===== config.mk =====
export PLATFORM = sky130hd
export DESIGN_NAME = booth_mult_arbiter
export DESIGN_NICKNAME = d
export VERILOG_FILES = /design/src/rtl/booth_mult_arbiter.sv
export SDC_FILE = /design/constraint.sdc
export NUM_CORES = 1
export LEC_CHECK = 0
export BUFFER_PORTS_ARGS = -buffer_cell sky130_fd_sc_hd__buf_2
export CORE_AREA = 2 2 106 108
export DETAILED_ROUTE_END_ITERATION = 7
export DIE_AREA = 0 0 108 110
export GPL_TIMING_DRIVEN = 0
export PLACE_DENSITY = 0.5
export SLEW_MARGIN = 20
export SYNTH_ARGS = -nofsm -noshare
export SYNTH_HDL_FRONTEND = slang
export SYNTH_SLANG_ARGS = --single-unit

===== constraint.sdc =====
create_clock -name clk -period 3.7 [get_ports clk]
set_input_delay 0.74 -clock clk [delete_from_list [all_inputs] [get_ports clk]]
set_output_delay 0.74 -clock clk [all_outputs]
set_load 0.005 [all_outputs]

===== src/rtl/booth_mult_arbiter.sv =====
// booth_mult_arbiter
//   Shares one sequential radix-2 Booth multiplier among NREQ requesters.
//   A round-robin arbiter picks a requester, copies its operands into the
//   multiplier's mc/mp registers, pulses start, then waits a fixed number of
//   iterations. The product is captured on the one edge where it is known to
//   be valid and is returned to the owner as a one-cycle response.
//
// Ports
//   clk        rising-edge clock, shared with the multiplier
//   rst        synchronous active-high reset
//   req        per-requester request level
//   req_a      packed multiplicands, slice i = req_a[i*W +: W]
//   req_b      packed multiplier operands, slice i = req_b[i*W +: W]
//   gnt        one-hot grant pulse; operands are held in mul_mc/mul_mp from here on
//   rsp_valid  one-hot result pulse to the requester that was granted
//   rsp_prod   signed 2*W-bit product, valid with rsp_valid
//   rsp_err    multiplier never dropped busy; rsp_prod is forced to 0
//   mul_start  start strobe to the multiplier
//   mul_mc     registered multiplicand to the multiplier
//   mul_mp     registered multiplier operand to the multiplier
//   mul_prod   product from the multiplier
//   mul_busy   busy flag from the multiplier
module booth_mult_arbiter #(
  parameter int NREQ    = 4,
  parameter int W       = 8,
  parameter int ITER    = 8,
  parameter int TIMEOUT = 4
) (
  input  logic                 clk,
  input  logic                 rst,
  input  logic [NREQ-1:0]      req,
  input  logic [NREQ*W-1:0]    req_a,
  input  logic [NREQ*W-1:0]    req_b,
  output logic [NREQ-1:0]      gnt,
  output logic [NREQ-1:0]      rsp_valid,
  output logic [2*W-1:0]       rsp_prod,
  output logic                 rsp_err,
  output logic                 mul_start,
  output logic [W-1:0]         mul_mc,
  output logic [W-1:0]         mul_mp,
  input  logic [2*W-1:0]       mul_prod,
  input  logic                 mul_busy
);

  localparam int PW = (NREQ > 1) ? $clog2(NREQ) : 1;
  localparam int CW = $clog2(ITER + TIMEOUT + 1);

  localparam logic [1:0] IDLE  = 2'd0;
  localparam logic [1:0] START = 2'd1;
  localparam logic [1:0] RUN   = 2'd2;
  localparam logic [1:0] DONE  = 2'd3;

  logic [1:0]      state;
  logic [PW-1:0]   ptr;
  logic [PW-1:0]   owner;
  logic [CW-1:0]   cnt;

  logic [PW-1:0]   pick;
  logic [PW-1:0]   idx;
  logic            pick_valid;
  logic [NREQ-1:0] pick_oh;
  logic [NREQ-1:0] owner_oh;

  // Round-robin pick: scan offsets from the farthest back to ptr itself so the
  // last hit is the first set bit at or after ptr, wrapping around.
  always_comb begin
    pick = '0;
    idx  = '0;
    for (int k = NREQ - 1; k >= 0; k--) begin
      idx = PW'((int'(ptr) + k) % NREQ);
      if (req[idx]) begin
        pick = idx;
      end
    end
    pick_valid = |req;
    pick_oh    = NREQ'(1) << pick;
    owner_oh   = NREQ'(1) << owner;
  end

  // Main sequencer. Every output is a register written here so nothing
  // downstream sees a combinational path from req or the multiplier.
  // The product is taken on the first edge at or after ITER iterations where
  // busy is low; the multiplier keeps shifting afterwards, so a later edge
  // would sample a corrupted value.
  always_ff @(posedge clk) begin
    if (rst) begin
      state     <= IDLE;
      ptr       <= '0;
      owner     <= '0;
      cnt       <= '0;
      gnt       <= '0;
      rsp_valid <= '0;
      rsp_prod  <= '0;
      rsp_err   <= 1'b0;
      mul_start <= 1'b0;
      mul_mc    <= '0;
      mul_mp    <= '0;
    end else begin
      case (state)
        IDLE: begin
          if (pick_valid) begin
            owner     <= pick;
            mul_mc    <= req_a[pick*W +: W];
            mul_mp    <= req_b[pick*W +: W];
            gnt       <= pick_oh;
            mul_start <= 1'b1;
            state     <= START;
          end
        end
        START: begin
          gnt       <= '0;
          mul_start <= 1'b0;
          cnt       <= '0;
          state     <= RUN;
        end
        RUN: begin
          cnt <= cnt + 1'b1;
          if ((cnt >= CW'(ITER)) && !mul_busy) begin
            rsp_valid <= owner_oh;
            rsp_prod  <= mul_prod;
            rsp_err   <= 1'b0;
            state     <= DONE;
          end else if (cnt == CW'(ITER + TIMEOUT)) begin
            rsp_valid <= owner_oh;
            rsp_prod  <= '0;
            rsp_err   <= 1'b1;
            state     <= DONE;
          end
        end
        DONE: begin
          rsp_valid <= '0;
          rsp_prod  <= '0;
          rsp_err   <= 1'b0;
          // The requester just served drops to lowest priority.
          ptr       <= (owner == PW'(NREQ - 1)) ? '0 : owner + 1'b1;
          state     <= IDLE;
        end
        default: begin
          state <= IDLE;
        end
      endcase
    end
  end

endmodule


==> results of run 1 <==
-- cell families (layout without fill, tap and decap cells) --
| family | count (synthesis) | after routing |
|---|---|---|
| AOI/OAI and AO/OA | 76 | 76 |
| and+or+nand+nor | 86 | 86 |
| muxes | 37 | 37 |
| buffers and inverters | 28 | 164 |
| DFF | 52 | 52 |
| adders and majority gates | 10 | 10 |
-- report_power, final --
part / internal, W / switching (W) / total [W]
clock network: 0.000150 / 0.000192 / 0.000342
logic: 0.000284 / 0.000375 / 0.000659
registers: 0.000658 / 0.0000542 / 0.000712
-- per-stage QoR --
| step | area (µm²) | std cells | power [W] | hold slack, ps | worst slack, ps |
|---|---|---|---|---|---|
| after floorplan | 2630 | 289 | 0.00114 | 448 | 1760 |
| after global placement | 3450 | 557 | 0.00138 | 438 | 1280 |
| after detailed placement | 3450 | 557 | 0.00140 | 443 | 1230 |
| after CTS | 3540 | 565 | 0.00174 | 454 | 1550 |
| after global routing | 3540 | 565 | 0.00184 | 482 | 1390 |
| final | 3540 | 565 | 0.00171 | 451 | 1570 |
-- worst max-delay path, cell delays in order --
cell      delay [ps]
buf_2            130
nor4_1           460
nand2b_1         290
nor2_1           180
buf_2            240
a221oi_1         300
-- placed cells by master, fill, tap and decap left out, types with 2 or more instances in the layout --
cell type / n
buf_2: 133
dfxtp_1: 52
mux2i_1: 36
a21oi_1: 32
nand2_1: 29
nor2_1: 20
nand3_1: 19
o21bai_1: 16
a221oi_1: 15
ha_1: 10
inv_1: 8
clkbuf_8: 6
clkbuf_1: 5
nor3b_1: 5
buf_1: 4
buf_6: 3
nand2b_1: 3
o21ai_0: 3
a32oi_1: 2
clkinv_2: 2
-- final cells by class --
class | count | area, µm² | share of cell area [%]
Sequential cell | 52 | 1040 | 29.4
Multi-Input combinational cell | 209 | 1420 | 40.2
Clock inverter | 2 | 10.0 | 0.283
Inverter | 8 | 30.0 | 0.849
Timing Repair Buffer | 128 | 641 | 18.1
Buffer | 20 | 135 | 3.82
Tap cell | 140 | 175 | 4.95
Clock buffer | 6 | 82.6 | 2.33
-- flip-flops by register name, indices dropped and copies added (netlist names), 2 cells and up --
name,cells
rsp_prod,16
mul_mc,8
mul_mp,8
cnt,4
gnt,4
rsp_valid,4
owner,2
ptr,2
state,2
-- layer usage --
metal / track usage [%] / vias to the layer above
li1: - / 1310
met1: 14.3 / 1237
met2: 24.0 / 41
met3: 2.29 / 9
met4: 4.21 / 0
met5: 0 / -
-- how the worst max path moves through the flow --
stage / startpoint / to / slack [ps] / depth (start not counted)
finish: req[1] / mul_mc[3]$_SDFFE_PP0P_ / 1570 / 6
global route: state[0]$_SDFFE_PP0P_ / rsp_prod[11]$_SDFFE_PP0P_ / 1390 / 8
CTS: req[1] / mul_mc[3]$_SDFFE_PP0P_ / 1550 / 6
detailed placement: req[1] / mul_mc[3]$_SDFFE_PP0P_ / 1230 / 6
global placement: req[1] / mul_mc[4]$_SDFFE_PP0P_ / 1280 / 6
floorplan: req[1] / mul_mc[7]$_SDFFE_PP0P_ / 1760 / 6
==> results.json, run 1 <==
{
  "synth_area_per_cell_um2": 9.10,
  "end_kind": "flip-flop",
  "pwr_density_cell_nw_per_um2": 484,
  "synth_top_family_by_area": "compound AO/OA/AOI/OAI gates",
  "core.rowCount": 38,
  "hold_path_end": "gnt[2]$_SDFFE_PP0P_",
  "drc_errors": 0,
  "final_util_pct": 33.1,
  "post_cts_resized": 0,
  "crit_path_start_kind": "primary input",
  "clock-sinks": 52,
  "hold_buffers": 0,
  "drive_gt1_share_pct": 35.8,
  "wl_met1_um": 3150,
  "hp-start": "gnt[2]$_SDFFE_PP0P_",
  "worst_ep_required_time_ps": 3900,
  "p_leak_nw": 1.60,
  "ys_top_cells_by_count": "dfxtp_1 (52), mux2i_1 (36), a21oi_1 (32)",
  "synth_mux_area_share_pct": 14.1,
  "die_y_um": 110,
  "final_nets": 521,
  "root_buffer": "clkbuf_8",
  "syn_to_final_growth_pct": 34.5,
  "grt_pass1_vias": 2562,
  "syn_inst": 289,
  "synthAdderAreaFrac_pct": 4.76,
  "path_clk_slew_ps": 90,
  "post_cts_buffers": 0,
  "r2r-end": "rsp_prod[2]$_SDFFE_PP0P_",
  "drt-pass1-iter-count": 4,
  "r2r-start": "state[0]$_SDFFE_PP0P_",
  "setup_violations": 0,
  "coreArea_um2": 10700,
  "highest_layer": "met4",
  "rsz0062_at_grt": "no",
  "synth-edff-count": 0,
  "max_freq_mhz": 469,
  "cp_data_arrival_time_ps": 2340,
  "r2r_setup_slack_ps": 1670,
  "h-tree-depth": 2,
  "finalHoldViolations": 0,
  "async_flop_share_pct": 0,
  "skew_ps": 13.4,
  "ios": 129,
  "antenna_found_initial": 0,
  "ys.flop_type": "dfxtp_1",
  "irDropWorstVdd_mv": 0.218,
  "cp_max_fo": 10,
  "fillers": 1161,
  "synth.most_common_cell": "dfxtp_1",
  "n_antenna_cell": 0,
  "fin_crit_sh_pct": 57.6,
  "grt_pass1_wl_um": 12000,
  "r2r_cells": 8,
  "period_minus_slack_ps": 2130,
  "synth_nets": 386,
  "yosysWarningCount": 0,
  "cts.path.max_buffers": 2,
  "critPathKind": "in2reg",
  "synth-simple-area-share_pct": 15.7,
  "io_buffers": 128,
  "overflow": 0,
  "synth.largest_area_cell": "dfxtp_1",
  "slew_violations": 0,
  "drtIter0Drc": 101,
  "min_path_type": "reg2reg",
  "drtAntennaViolNets": 0,
  "drt-total-wl_um": 7610,
  "synth_area_um2": 2630,
  "tritoncts": "yes",
  "wl_per_cell_um": 13.5,
  "insertion_delay_ps": 310,
  "place.gp.congestion": 0.744,
  "synth_area_leaders": "dfxtp_1 (40%), mux2i_1 (14%), a21oi_1 (6.1%), a221oi_1 (5.0%), ha_1 (4.8%)",
  "netlist.area_leader.share_pct": 39.6,
  "ys_seq_area_share_pct": 39.6,
  "synth_xor_area_share_pct": 0,
  "routed-wl-met3_um": 286,
  "start_util_pct": 24.6,
  "status": "finished clean",
  "grt_max_degree": 16,
  "floorplan.die_area_um2": 11900,
  "numCtsBuffers": 5,
  "synth.distinct_cells": 40,
  "hold_path_depth": 2,
  "via_per_inst": 4.60,
  "maxSlewHeadroom_pct": 63.9,
  "hpwl_um": 5980,
  "tightest_slew_ps": 538,
  "grt.total_usage_pct": 12.7,
  "synth_compound_gate_area_share_pct": 19.5,
  "cap_violations": 0,
  "wl_met2_um": 4070,
  "dieWidth_um": 108,
  "num_vias": 2597,
  "setup_tns_ps": 0,
  "synth-seq-cells": 52
}
Power figures use the tool's default switching activity.
==> run 2, diff against run 1 <==
Clock period 3.7 ns to 2.14 ns, I/O delays scaled along.
==> results.json, run 2 (synthesis results as in run 1) <==
{
  "status": "finished clean",
  "slowest_delay_ps": 370,
  "period_minus_slack_ps": 1950,
  "hold_buffers": 0,
  "combPwrFrac_pct": 38.5,
  "placed_cells": 557,
  "grt_max_degree": 16,
  "drt-pass1-iter-count": 4,
  "syn_to_final_growth_pct": 34.8,
  "hold_path_depth": 3,
  "crit_path_start_kind": "flip-flop",
  "final_nets": 521,
  "r2r-start": "state[0]$_SDFFE_PP0P_",
  "dp_slack_ps": -21.3,
  "cp_data_arrival_time_ps": 2180,
  "overflow": 0,
  "hold_path_end": "rsp_prod[15]$_SDFFE_PP0P_",
  "dieWidth_um": 108,
  "internal_power_w": 0.00189,
  "p_sw_share_pct": 36.2,
  "numCtsBuffers": 5,
  "n_antenna_cell": 0,
  "path_clk_slew_ps": 100,
  "stdcell_count": 565,
  "p_leak_nw": 1.61,
  "antenna_found_initial": 0,
  "layout_commonest_cell": "buf_2",
  "most-common-layout-cells": "buf_2 (133), dfxtp_1 (52), mux2i_1 (36), a21oi_1 (32), nand2_1 (29)",
  "root_buffer": "clkbuf_8",
  "drtAntennaViolNets": 0,
  "io_buffers": 128,
  "start_util_pct": 24.6,
  "insertion_delay_ps": 310,
  "maxSlewHeadroom_pct": 64.8,
  "ios": 129,
  "min_path_type": "in2reg",
  "rsz0062_at_grt": "yes",
  "post_cts_buffers": 0,
  "pwr-share-seq_pct": 41.6,
  "setup_violations": 0,
  "tightest_slew_ps": 528,
  "drive_gt1_share_pct": 36.2,
  "post_cts_resized": 0,
  "grt.total_usage_pct": 12.7,
  "coreArea_um2": 10700,
  "drtIter0Drc": 81,
  "pwr_density_cell_nw_per_um2": 836,
  "hpwl_um": 5980,
  "cts.path.max_buffers": 2,
  "via_per_inst": 4.59,
  "grt_pass1_vias": 2562,
  "place.gp.congestion": 0.744,
  "h-tree-depth": 2,
  "cp_slowest_cell": "dfxtp_1",
  "grt_pass1_wl_um": 12000,
  "cp_max_fo": 10,
  "num_vias": 2593,
  "crit_buf_inv": 3,
  "core.rowCount": 38,
  "clock-sinks": 52,
  "worst_ep_required_time_ps": 2370,
  "end_kind": "flip-flop",
  "finalHoldViolations": 0,
  "r2r_setup_slack_ps": 190,
  "largest_register_ffs": 16,
  "floorplan.die_area_um2": 11900,
  "cp_cell_sequence": "inv_1 > ha_1 > clkbuf_1 > nor2b_1 > a21o_1 > clkbuf_2 > nand3_1 > a21oi_1",
  "power_switching_w": 0.00107,
  "fin_crit_sh_pct": 91.1,
  "finalWorstSetupSlack_ps": 190,
  "slew_violations": 0,
  "drc_errors": 0,
  "cpLargestDelayFamily": "buffers and inverters",
  "die_y_um": 110,
  "tritoncts": "yes",
  "max_freq_mhz": 513,
  "p_total_w": 0.00296,
  "skew_ps": 14.4,
  "irDropWorstVdd_mv": 0.377,
  "clkPwrFrac_pct": 19.9,
  "top_register": "rsp_prod",
  "critPathKind": "reg2reg",
  "top_regs": "rsp_prod (16), mul_mc (8), mul_mp (8)",
  "hp-start": "mul_prod[15]",
  "r2r_cells": 8,
  "cap_violations": 0,
  "wl_per_cell_um": 13.4,
  "r2r-end": "rsp_prod[2]$_SDFFE_PP0P_",
  "drt-total-wl_um": 7600
}
run 2: cell counts in the layout (fill, tap and decap cells not counted):
No cell type changed its count.
run 2: power by group through the flow:
stage                     Sequential (W)  Clock [W]  Combinational (W)
after floorplan                  0.00126          0           0.000714
after global placement           0.00125          0            0.00115
after detailed placement         0.00126          0            0.00116
after CTS                        0.00123   0.000614            0.00116
after global routing             0.00126   0.000655            0.00128
final                            0.00123   0.000590            0.00114
run 2: metrics by stage:
stage	hold slack, ps	instance area, µm²	setup TNS (ps)	util, %
3_3_place_gp	438	3450	0	32.2
2_1_floorplan	448	2630	0	-
6_report	367	3550	0	33.1
3_5_place_dp	443	3450	-21.3	32.2
5_1_grt	364	3550	-1.06	33.1
4_1_cts	358	3540	0	33.1
run 2: per-layer routing:
layer	up-vias	track usage (%)	wire, µm
met2	41	24.0	4060
met5	-	0	0
met1	1232	14.3	3130
met4	0	4.21	102
li1	1311	-	-
met3	9	2.29	301
run 2: cell type report:
| cell class | instances | area, µm² |
|---|---|---|
| multi-input cells | 209 | 1430 |
| clock buffers | 6 | 82.6 |
| repair buffers | 128 | 641 |
| inverters | 8 | 30.0 |
| plain buffers | 20 | 136 |
| fillers | 1161 | 7150 |
| clock inverters | 2 | 10.0 |
| flip-flops and latches | 52 | 1040 |
| well taps | 140 | 175 |
run 2: how the worst max path moves through the flow:
| stage | depth (start not counted) | startpoint | slack [ps] | end |
|---|---|---|---|---|
| floorplan | 8 | state[0]$_SDFFE_PP0P_ | 470 | rsp_prod[10]$_SDFFE_PP0P_ |
| global placement | 6 | req[1] | 30 | mul_mc[4]$_SDFFE_PP0P_ |
| detailed placement | 6 | req[1] | -20 | mul_mc[3]$_SDFFE_PP0P_ |
| CTS | 8 | state[0]$_SDFFE_PP0P_ | 80 | rsp_prod[3]$_SDFFE_PP0P_ |
| global route | 8 | state[0]$_SDFFE_PP0P_ | -1 | rsp_prod[11]$_SDFFE_PP0P_ |
| finish | 8 | state[0]$_SDFFE_PP0P_ | 190 | rsp_prod[2]$_SDFFE_PP0P_ |
run 2: worst register-to-register path: cells and delay by family, from the launching register on:
kind / cells / cell delay, ps
flip-flops: 1 / 370
adder cells (fa/ha/maj): 1 / 190
buffers and inverters: 3 / 570
AND/OR/NAND/NOR: 2 / 340
AO/OA/AOI/OAI: 2 / 410
==> run 3, diff against run 2 <==
Settings changed: CORE_AREA 2 2 106 108 to 2 2 126 91, DIE_AREA 0 0 108 110 to 0 0 128 93, PLACE_DENSITY 0.5 to 0.54.
==> results.json, run 3 (synthesis results as in run 1) <==
{
  "dieWidth_um": 128,
  "grt.total_usage_pct": 12.7,
  "drive_gt1_share_pct": 35.9,
  "r2r_setup_slack_ps": 210,
  "grt_pass1_vias": 2483,
  "finalHoldViolations": 0,
  "final_nets": 520,
  "cap_violations": 0,
  "cp_max_fo": 10,
  "top_register": "rsp_prod",
  "die_y_um": 93,
  "power_switching_w": 0.00110,
  "via_per_inst": 4.55,
  "hold_path_depth": 3,
  "largest_register_ffs": 16,
  "num_vias": 2546,
  "core.rowCount": 32,
  "internal_power_w": 0.00212,
  "min_path_type": "in2reg",
  "wl_per_cell_um": 13.4,
  "cp_data_arrival_time_ps": 2150,
  "clock-sinks": 52,
  "start_util_pct": 24.5,
  "n_antenna_cell": 0,
  "p_sw_share_pct": 34.1,
  "slew_violations": 0,
  "r2r-end": "rsp_prod[15]$_SDFFE_PP0P_",
  "drtIter0Drc": 84,
  "drtAntennaViolNets": 0,
  "pwr-share-seq_pct": 38.3,
  "place.gp.congestion": 0.704,
  "clkPwrFrac_pct": 26.0,
  "most-common-layout-cells": "buf_2 (133), dfxtp_1 (52), mux2i_1 (36), a21oi_1 (32), nand2_1 (29)",
  "end_kind": "flip-flop",
  "floorplan.die_area_um2": 11900,
  "r2r-start": "state[0]$_SDFFE_PP0P_",
  "critPathKind": "reg2reg",
  "p_total_w": 0.00322,
  "coreArea_um2": 10700,
  "io_buffers": 128,
  "max_freq_mhz": 518,
  "top_regs": "rsp_prod (16), mul_mc (8), mul_mp (8)",
  "status": "finished clean",
  "stdcell_count": 559,
  "setup_violations": 0,
  "grt_pass1_wl_um": 12200,
  "overflow": 0,
  "grt_max_degree": 15,
  "irDropWorstVdd_mv": 0.410,
  "pwr_density_cell_nw_per_um2": 895,
  "antenna_found_initial": 0,
  "syn_to_final_growth_pct": 36.7,
  "layout_commonest_cell": "buf_2",
  "numCtsBuffers": 5,
  "hp-start": "mul_prod[7]",
  "h-tree-depth": 2,
  "drc_errors": 0,
  "tritoncts": "yes",
  "drt-total-wl_um": 7490,
  "maxSlewHeadroom_pct": 64.1,
  "ios": 129,
  "skew_ps": 5.70,
  "cts.path.max_buffers": 2,
  "r2r_cells": 8,
  "p_leak_nw": 1.63,
  "crit_path_start_kind": "flip-flop",
  "placed_cells": 553,
  "period_minus_slack_ps": 1930,
  "fin_crit_sh_pct": 90.2,
  "root_buffer": "clkbuf_16",
  "path_clk_slew_ps": 60,
  "tightest_slew_ps": 538,
  "combPwrFrac_pct": 35.7,
  "worst_ep_required_time_ps": 2360,
  "insertion_delay_ps": 290,
  "drt-pass1-iter-count": 4,
  "hpwl_um": 5890,
  "hold_path_end": "rsp_prod[7]$_SDFFE_PP0P_"
}
[run 3: cell count changes in the layout (fill, tap and decap cells not counted)]
cell	before	now
clkbuf_2	1	0
clkinv_2	2	0
clkbuf_16	0	5
clkbuf_8	6	2
[run 3: critical path, stage by stage, from the launching register on]
cell and delay, ps:
dfxtp_1 330, inv_1 100, ha_1 150, clkbuf_1 340
nor2b_1 130, a31oi_2 330, buf_2 280, nand2_1 80
a21oi_1 120
[run 3: layout make-up]
class	instances	area [µm²]
Fill cell	1120	7130
Multi-Input combinational cell	209	1430
Sequential cell	52	1040
Timing Repair Buffer	128	641
Tap cell	136	170
Clock buffer	7	153
Buffer	19	131
Inverter	8	30.0
[run 3: routing by layer]
metal | routed length [µm] | GRT usage, % | up-vias
li1 | - | - | 1308
met1 | 3560 | 16.4 | 1194
met2 | 3510 | 21.5 | 39
met3 | 356 | 3.43 | 5
met4 | 62 | 2.20 | 0
met5 | 0 | 0 | -
[run 3: stage by stage]
| stage | setup TNS, ps | setup slack (ps) | hold slack, ps | util, % | cell area, µm² |
|---|---|---|---|---|---|
| after floorplan | 0 | 469 | 448 | - | 2630 |
| after global placement | 0 | 37.5 | 436 | 32.1 | 3440 |
| after detailed placement | -17.4 | -17.4 | 446 | 32.1 | 3440 |
| after CTS | 0 | 88.0 | 393 | 33.5 | 3590 |
| after global routing | -42.6 | -17.8 | 392 | 33.5 | 3600 |
| final | 0 | 209 | 393 | 33.5 | 3600 |
[run 3: worst max path at each step]
| stage | startpoint | end | cells past startpoint |
|---|---|---|---|
| finish | state[0]$_SDFFE_PP0P_ | rsp_prod[15]$_SDFFE_PP0P_ | 8 |
| global route | state[0]$_SDFFE_PP0P_ | rsp_prod[1]$_SDFFE_PP0P_ | 8 |
| CTS | state[0]$_SDFFE_PP0P_ | rsp_prod[13]$_SDFFE_PP0P_ | 8 |
| detailed placement | req[1] | mul_mc[5]$_SDFFE_PP0P_ | 6 |
| global placement | req[1] | mul_mc[3]$_SDFFE_PP0P_ | 6 |
| floorplan | state[0]$_SDFFE_PP0P_ | rsp_prod[10]$_SDFFE_PP0P_ | 8 |
[run 3: power by group through the flow]
stage / logic (W) / registers, W / clock network, W
final: 0.00115 / 0.00123 / 0.000838
after global routing: 0.00129 / 0.00125 / 0.000906
after CTS: 0.00117 / 0.00123 / 0.000857
after detailed placement: 0.00116 / 0.00125 / 0
after global placement: 0.00114 / 0.00125 / 0
after floorplan: 0.000714 / 0.00126 / 0
[run 3: what timing repair did]
item,CTS,global route
setup endpoints to repair,0,20
hold buffers,0,0
buffers inserted,0,0
resized for setup,0,1
